===== config.mk =====
export PLATFORM = sky130hd
export DESIGN_NAME = pll_lock_rstgen
export DESIGN_NICKNAME = d
export VERILOG_FILES = /design/src/rtl/pll_lock_rstgen_pkg.sv /design/src/rtl/lock_sync.sv /design/src/rtl/pll_lock_rstgen.sv
export SDC_FILE = /design/constraint.sdc
export NUM_CORES = 1
export LEC_CHECK = 0
export ABC_AREA = 0
export BUFFER_PORTS_ARGS = -buffer_cell sky130_fd_sc_hd__buf_2
export CAP_MARGIN = 5
export CORE_MARGIN = 8
export CORE_UTILIZATION = 57
export DETAILED_ROUTE_END_ITERATION = 16
export PLACE_DENSITY = 0.77
export SLEW_MARGIN = 0
export SYNTH_ARGS = -nofsm -noshare
export SYNTH_HDL_FRONTEND = slang
export SYNTH_HIERARCHICAL = 1
export SYNTH_SLANG_ARGS = --single-unit

===== constraint.sdc =====
create_clock -name clk -period 2.35 [get_ports clk]
set_clock_uncertainty 0.15 [all_clocks]
set_input_delay 0.47 -clock clk [delete_from_list [all_inputs] [get_ports clk]]
set_output_delay 0.47 -clock clk [all_outputs]
set_load 0.05 [all_outputs]

===== src/rtl/pll_lock_rstgen_pkg.sv =====
// rtl/pll_lock_rstgen_pkg.sv - shared types and constants for the PLL lock reset sequencer
package pll_lock_rstgen_pkg;

  typedef enum logic [2:0] {
    OFF       = 3'd0,
    WAIT_LOCK = 3'd1,
    STABLE    = 3'd2,
    HOLD      = 3'd3,
    RUN       = 3'd4
  } state_t;

  localparam int LOSS_CNT_W = 8;
  localparam logic [LOSS_CNT_W-1:0] LOSS_CNT_MAX = 8'd255;

endpackage


===== src/rtl/lock_sync.sv =====
// rtl/lock_sync.sv - reusable multi-flop synchronizer for an asynchronous level input
module lock_sync #(
  parameter int STAGES = 2
) (
  input  logic clk,
  input  logic rst_n,
  input  logic din,
  output logic dout
);

  logic [STAGES-1:0] chain;

  // shift the async level through STAGES flops; reset clears the chain to 0
  always_ff @(posedge clk or negedge rst_n) begin
    if (!rst_n) begin
      chain <= '0;
    end else begin
      chain <= {chain[STAGES-2:0], din};
    end
  end

  assign dout = chain[STAGES-1];

endmodule


===== src/rtl/pll_lock_rstgen.sv =====
// rtl/pll_lock_rstgen.sv - PLL enable / lock qualification / system reset sequencer (optional LOCK_TIMEOUT_EN)
module pll_lock_rstgen
  import pll_lock_rstgen_pkg::*;
#(
  parameter int SYNC_STAGES    = 2,
  parameter int OFF_CYCLES     = 64,
  parameter int STABLE_CYCLES  = 1024,
  parameter int HOLD_CYCLES    = 16,
  parameter int TIMEOUT_CYCLES = 65536,
  parameter int CNT_W          = 17
) (
  input  logic                  clk,
  input  logic                  resetn,
  input  logic                  pll_lock,
  output logic                  pll_en,
  output logic                  sys_rstn,
  output logic                  ready,
  output logic [LOSS_CNT_W-1:0] lock_loss_cnt,
  output logic                  timeout
);

  localparam logic [CNT_W-1:0] OFF_LAST    = CNT_W'(OFF_CYCLES - 1);
  localparam logic [CNT_W-1:0] STABLE_LAST = CNT_W'(STABLE_CYCLES - 1);
  localparam logic [CNT_W-1:0] HOLD_LAST   = CNT_W'(HOLD_CYCLES - 1);

  state_t                  state, state_nxt;
  logic [CNT_W-1:0]        cnt, cnt_nxt;
  logic [LOSS_CNT_W-1:0]   loss_nxt;
  logic                    lock_s;

  lock_sync #(.STAGES(SYNC_STAGES)) u_lock_sync (
    .clk   (clk),
    .rst_n (resetn),
    .din   (pll_lock),
    .dout  (lock_s)
  );

`ifdef LOCK_TIMEOUT_EN
  localparam logic [CNT_W-1:0] TIMEOUT_LAST = CNT_W'(TIMEOUT_CYCLES - 1);

  logic [CNT_W-1:0] tcnt;
  logic             timeout_hit;

  // acquisition gives up only while actively waiting for or qualifying lock
  assign timeout_hit = ((state == WAIT_LOCK) || (state == STABLE)) && (tcnt == TIMEOUT_LAST);

  // acquisition timer: cleared whenever the PLL is power-cycled or lock is accepted
  always_ff @(posedge clk or negedge resetn) begin
    if (!resetn) begin
      tcnt    <= '0;
      timeout <= 1'b0;
    end else begin
      if (timeout_hit) begin
        timeout <= 1'b1;
      end
      if ((state_nxt == OFF) || (state_nxt == RUN)) begin
        tcnt <= '0;
      end else if ((state == WAIT_LOCK) || (state == STABLE)) begin
        tcnt <= tcnt + 1'b1;
      end
    end
  end
`else
  assign timeout = 1'b0;
`endif

  // next-state logic; the shared counter restarts on every state change
  always_comb begin
    state_nxt = state;
    cnt_nxt   = cnt + 1'b1;
    loss_nxt  = lock_loss_cnt;
    case (state)
      OFF: begin
        if (cnt == OFF_LAST) begin
          state_nxt = WAIT_LOCK;
          cnt_nxt   = '0;
        end
      end
      WAIT_LOCK: begin
        cnt_nxt = '0;
        if (lock_s) begin
          state_nxt = STABLE;
        end
      end
      STABLE: begin
        if (!lock_s) begin
          state_nxt = WAIT_LOCK;
          cnt_nxt   = '0;
        end else if (cnt == STABLE_LAST) begin
          state_nxt = HOLD;
          cnt_nxt   = '0;
        end
      end
      HOLD: begin
        if (!lock_s) begin
          state_nxt = WAIT_LOCK;
          cnt_nxt   = '0;
        end else if (cnt == HOLD_LAST) begin
          state_nxt = RUN;
          cnt_nxt   = '0;
        end
      end
      RUN: begin
        cnt_nxt = '0;
        if (!lock_s) begin
          state_nxt = WAIT_LOCK;
          if (lock_loss_cnt != LOSS_CNT_MAX) begin
            loss_nxt = lock_loss_cnt + 1'b1;
          end
        end
      end
      default: begin
        state_nxt = OFF;
        cnt_nxt   = '0;
      end
    endcase
`ifdef LOCK_TIMEOUT_EN
    if (timeout_hit) begin
      state_nxt = OFF;
      cnt_nxt   = '0;
    end
`endif
  end

  // state, counter and outputs registered together so outputs track the new state on the same edge
  always_ff @(posedge clk or negedge resetn) begin
    if (!resetn) begin
      state         <= OFF;
      cnt           <= '0;
      pll_en        <= 1'b0;
      sys_rstn      <= 1'b0;
      ready         <= 1'b0;
      lock_loss_cnt <= '0;
    end else begin
      state         <= state_nxt;
      cnt           <= cnt_nxt;
      pll_en        <= (state_nxt != OFF);
      sys_rstn      <= (state_nxt == RUN);
      ready         <= (state_nxt == RUN);
      lock_loss_cnt <= loss_nxt;
    end
  end

endmodule


== Word-level counts from Yosys, hierarchy flattened ==
Cells that the tools add are included.
Word-level totals
  register bits after elaboration: 32
  input bits: 3
  output and inout bits: 12
  word-level logic and storage cells: 35
Cells by class
  $add $sub $neg: 2
  equal/unequal tests: 9
  multiplexer cells: 14
  bitwise logic cells: 1
  reduce and logical (&&, ||, !) cells: 3
Operators with widths (count)
  two-way mux 17 bit: 5
  one-hot mux 17 bit (3 select lines): 1
  two-way mux 3 bit: 7
  adder 17 x 1 -> 17 bit, second input constant: 1
  equality test 17 x 10 -> 1 bit, second input constant: 1
  equality test 17 x 4 -> 1 bit, second input constant: 1
  equality test 17 x 6 -> 1 bit, second input constant: 1
  one-hot mux 3 bit (5 select lines): 1
  adder 8 x 1 -> 8 bit, second input constant: 1
  != test 8 bit, second input constant: 1
  equality test 3 x 2 -> 1 bit, second input constant: 2
  equality test 3 bit, second input constant: 2
  equality test 3 x 1 -> 1 bit, second input constant: 1
  zero test 3 bit: 1
  AND reduction 3 bit: 1
  nonzero test 3 bit: 1
  NOT 1 bit: 1

== Longest topological paths before layout ==
  depth after elaboration: 5
  mapped depth: 8
  gate-level depth less buffers: 6

== Modules after synthesis ==
Netlist, hierarchy kept.
By module, submodules not included
  pll_lock_rstgen: instances 1, cells an instance 146, area an instance 1542.7 um^2
  lock_sync: instances 1, cells an instance 2, area an instance 50.0 um^2

== Worst setup path after synthesis ==
Ideal clock, no wire load.
  path kind: register to register
  from: register cnt[0]
  to: register cnt[9]
  setup time: 72 ps
  arrival: 1726 ps
  slack: 401 ps
  stages on the path, launching flop included: 9
  path buffers: 2
  cell sequence: dfrtp_1 > ha_1 > and3_1 > nand3_1 > o41ai_2 > o32a_2 > buf_6 > buf_8 > nor2_1
Between the ends
  word-level cells in the longest chain between the ends: 4
  elaborated cells on any way between the ends: 10
  those cells by class: add/sub (1); eq/ne (3); mux (6)
Ends and longest elaborated chain
  start, declared: line pll_lock_rstgen.sv:27  | logic [CNT_W-1:0] cnt, cnt_nxt;
  start signal, assigned: line pll_lock_rstgen.sv:136  | cnt <= cnt_nxt;
  adder 17 x 1 -> 17 bit (tied with other cells): line pll_lock_rstgen.sv:70  | cnt_nxt = cnt + 1'b1;
  two-way mux 17 bit (on tied branches): line pll_lock_rstgen.sv:98, pll_lock_rstgen.sv:89
  two-way mux 17 bit (on tied branches): line pll_lock_rstgen.sv:95, pll_lock_rstgen.sv:86
  one-hot mux 17 bit (3 select lines) *: line pll_lock_rstgen.sv:72  | case (state)
  named net cnt_nxt[9]: line pll_lock_rstgen.sv:27
Mark *: on every way through the listed nets, which the timed path passes. The rest lies on a longest branch.
A chain may end at the register's enable or synchronous reset.

== Final worst setup path ==
  from: register cnt[0]
  to: register cnt[16]
Same word-level chain as after synthesis.

==> impl_metrics.xml <==
<?xml version="1.0" encoding="UTF-8"?>
<metrics>
  <group name="hold_path">
    <metric name="hp-class" unit="">in2async</metric>
  </group>
  <group name="global_routing">
    <metric name="grt_max_degree" unit="">33</metric>
    <metric name="grt_pass1_wl" unit="µm">4892</metric>
    <metric name="track_usage" unit="%">14.04</metric>
    <metric name="number_of_global_route_vias_before_repair" unit="">1136</metric>
    <metric name="global_route.overflow_total" unit="">0</metric>
    <metric name="antenna_found_initial" unit="">0</metric>
  </group>
  <group name="yosys">
    <metric name="ys_warn_count" unit="">6</metric>
    <metric name="synthDistinctLibCells" unit="">38</metric>
    <metric name="synth_enable_flop_cells" unit="">0</metric>
    <metric name="syn_area_per_cell" unit="µm²">10.76</metric>
    <metric name="synth_most_common_cell" unit="">dfrtp_1</metric>
    <metric name="top_area_cell_type_share_of_the_netlist_area" unit="%">50.27</metric>
    <metric name="share_of_flip_flops_with_an_asynchronous_set_or_reset_after_synthesis" unit="%">100.0</metric>
    <metric name="synth_top_flop_cell" unit="">dfrtp_1</metric>
    <metric name="ys_seq_area_share" unit="%">50.27</metric>
    <metric name="syn-cell-area" unit="µm²">1593</metric>
    <metric name="yosysTopAreaCell" unit="">dfrtp_1</metric>
    <metric name="synth_area_leaders" unit="">dfrtp_1, xor2_1, xnor2_1</metric>
    <metric name="postSynthNetCount" unit="">153</metric>
    <metric name="postSynthRegisterBits" unit="">32</metric>
    <metric name="synthTopCellsByCount" unit="">dfrtp_1, nor2_1, xor2_1, nand2_1, xnor2_1</metric>
    <metric name="synthCells" unit="">148</metric>
  </group>
  <group name="setup_path">
    <metric name="crit_path_max_fanout" unit="">17</metric>
    <metric name="critPathCaptureType" unit="">flip-flop</metric>
    <metric name="cp-start-kind" unit="">flip-flop</metric>
    <metric name="timing_worst_setup_path_type" unit="">reg2reg</metric>
    <metric name="worst-endpoint-required" unit="ns">2.41</metric>
    <metric name="worst-endpoint-arrival" unit="ns">2.21</metric>
  </group>
  <group name="drt">
    <metric name="finalWirelength" unit="µm">2729</metric>
    <metric name="route.detailed.drc" unit="">0</metric>
    <metric name="detail_route.vias_per_cell" unit="">5.549</metric>
    <metric name="vias" unit="">1082</metric>
    <metric name="antenna_violating_nets_post_route" unit="">0</metric>
    <metric name="detail_route.first_pass.iterations" unit="">4</metric>
    <metric name="avgRoutedWirePerCell" unit="µm">13.99</metric>
    <metric name="detail_route.iter0.violations" unit="">61</metric>
  </group>
  <group name="timing">
    <metric name="fin_tns_setup" unit="ns">0</metric>
    <metric name="worst_pin_slew" unit="ns">0.6734</metric>
    <metric name="period_share" unit="%">91.90</metric>
    <metric name="slew_headroom" unit="%">55.11</metric>
    <metric name="final.min_clock_period" unit="ns">2.160</metric>
    <metric name="fmax" unit="MHz">463.1</metric>
    <metric name="setup_repair_after_global_routing_missed_its_margin" unit="">false</metric>
    <metric name="setup-violations-final" unit="">0</metric>
    <metric name="slew_viol_final" unit="">0</metric>
    <metric name="postLayoutSetupSlackWorst" unit="ns">0.1904</metric>
    <metric name="final_hold_viol_count" unit="">0</metric>
  </group>
  <group name="finish">
    <metric name="syn2layout_area_growth" unit="%">8.484</metric>
    <metric name="final_nets" unit="">168</metric>
    <metric name="antenna_cells" unit="">0</metric>
    <metric name="nFillCells" unit="">230</metric>
    <metric name="drive_gt1_share" unit="%">17.68</metric>
  </group>
  <group name="die">
    <metric name="core" unit="µm²">2710</metric>
    <metric name="number_of_top_level_pins" unit="">15</metric>
    <metric name="initial_core_util" unit="%">58.77</metric>
    <metric name="fp.dieW" unit="µm">68.86</metric>
    <metric name="die-area" unit="µm²">4742</metric>
    <metric name="floorplan.rows" unit="">19</metric>
    <metric name="floorplan.die.height" unit="µm">68.86</metric>
  </group>
  <group name="cts">
    <metric name="cts_clk_pin_slew_worst_paths" unit="ns">0.10</metric>
    <metric name="post_cts_hold_buffer_count" unit="">0</metric>
    <metric name="clock_sink_count" unit="">32</metric>
    <metric name="clk_tree_root_cell" unit="">clkbuf_4</metric>
    <metric name="clock_tree.buffer_depth" unit="">2</metric>
    <metric name="post_cts_setup_buffer_count" unit="">0</metric>
    <metric name="tritoncts_clock_tree" unit="">built</metric>
    <metric name="cts_inserted_buffers" unit="">5</metric>
    <metric name="clock_tree.htree_level_count" unit="">2</metric>
    <metric name="post_cts_resized" unit="">0</metric>
    <metric name="clkLatencyLatePin" unit="ns">0.34</metric>
  </group>
  <group name="placed_design">
    <metric name="port_buffers" unit="">13</metric>
    <metric name="gp_routability_congestion" unit="">0.7894</metric>
    <metric name="place_hpwl" unit="µm">1991</metric>
    <metric name="preCtsSetupSlack" unit="ns">0.2071</metric>
  </group>
  <group name="run_status">
    <metric name="run_status" unit="">completed</metric>
  </group>
  <group name="power">
    <metric name="powerDensity" unit="nW/µm²">562.3</metric>
    <metric name="power.ir.vdd_worst" unit="µV">598.2</metric>
    <metric name="total_leakage_power" unit="µW">0.0008403</metric>
  </group>
  <group name="job">
    <metric name="cap_viol_max_count" unit="">0</metric>
  </group>
</metrics>
final timing paths:
check,from,depth (start not counted),slack [ns],endpoint
setup / recovery,cnt[0],6,0.19,cnt[16]
setup reg to reg,cnt[0],6,0.19,cnt[16]
hold / removal,resetn,1,0.005,lock_loss_cnt[0]
max in group asynchronous,resetn,1,1.60,cnt[11]
hold reg to reg,u_lock_sync/chain[0],0,0.21,u_lock_sync/chain[1]
min in group clk,pll_lock,1,0.08,u_lock_sync/chain[0]
cell usage in the layout, fill, tap and decap left out, types with 2 or more instances in the layout:
cell and instances:
mux2_2 2, clkbuf_4 5, xnor2_1 10, a21boi_0 3
and4_1 3, inv_1 3, o21ai_0 2, and3_1 4
nor3_1 2, xor2_1 12, nor4_1 3, nand4_1 2
a211oi_1 2, nand3b_1 2, dfrtp_1 32, ha_1 2
nand2_1 11, nor2_1 23, buf_2 13, nand3_1 8
cell families (layout without fill, tap and decap cells):
group / Yosys count / count (layout) / synth area share, %
muxes: 2 / 2 / 1.414
other: 1 / 1 / 0.2354
xor gates and xnor gates: 22 / 22 / 12.10
AOI/OAI and AO/OA: 13 / 13 / 7.934
DFF: 32 / 32 / 50.28
buffers and inverters: 9 / 25 / 4.006
and+or+nand+nor: 67 / 67 / 22.47
adders and majority gates: 2 / 2 / 1.571
sequential cells by signal, indices dropped and copies added (netlist names):
signal	count
state	3
cnt	17
lock_loss_cnt	8
ready	1
pll_en	1
u_lock_sync/chain	2
per-stage QoR:
| stage | total power, µW | hold slack (ns) | util [%] | std cells | instance area [µm²] |
|---|---|---|---|---|---|
| finish | 971.6 | 0.004900 | 63.76 | 195 | 1728 |
| global route | 1007 | 0.06669 | 63.76 | 195 | 1728 |
| CTS | 984.0 | 0.02093 | 63.76 | 195 | 1728 |
| detailed placement | 581.5 | 0.1944 | 60.94 | 187 | 1652 |
| global placement | 581.2 | 0.1901 | 60.94 | 187 | 1652 |
| floorplan | 570.1 | 0.02441 | - | 148 | 1593 |
routing by layer:
layer  wire length (µm)  vias up  GRT usage (%)
met5                  0        -              0
met4                 74        0          9.774
met3                147        9          4.200
met2               1353       19          22.44
met1               1153      517          15.74
li1                   -      537              -
final cells by class:
type	count	area (µm²)	share of cell area [%]
well taps	31	38.79	2.245
clock inverters	2	35.03	2.028
repair buffers	14	72.57	4.200
multi-input cells	107	728.2	42.14
flip-flops and latches	32	800.8	46.34
inverters	3	11.26	0.6517
clock buffers	6	41.29	2.390
critical path, cell delays in order, from the launching register on:
cell,delay [ns]
dfrtp_1,0.38
ha_1,0.21
and3_1,0.20
nand3_1,0.19
o41ai_2,0.37
o32a_2,0.40
nor2_1,0.11
report_power, final:
group,leakage [µW],total (µW),internal [µW],switching [µW]
clock,0.0000422,402,223,179
sequential,0.000428,554,552,1.68
combinational,0.000370,16.0,2.04,14.0
No activity file was read; power rests on OpenSTA's default activity.
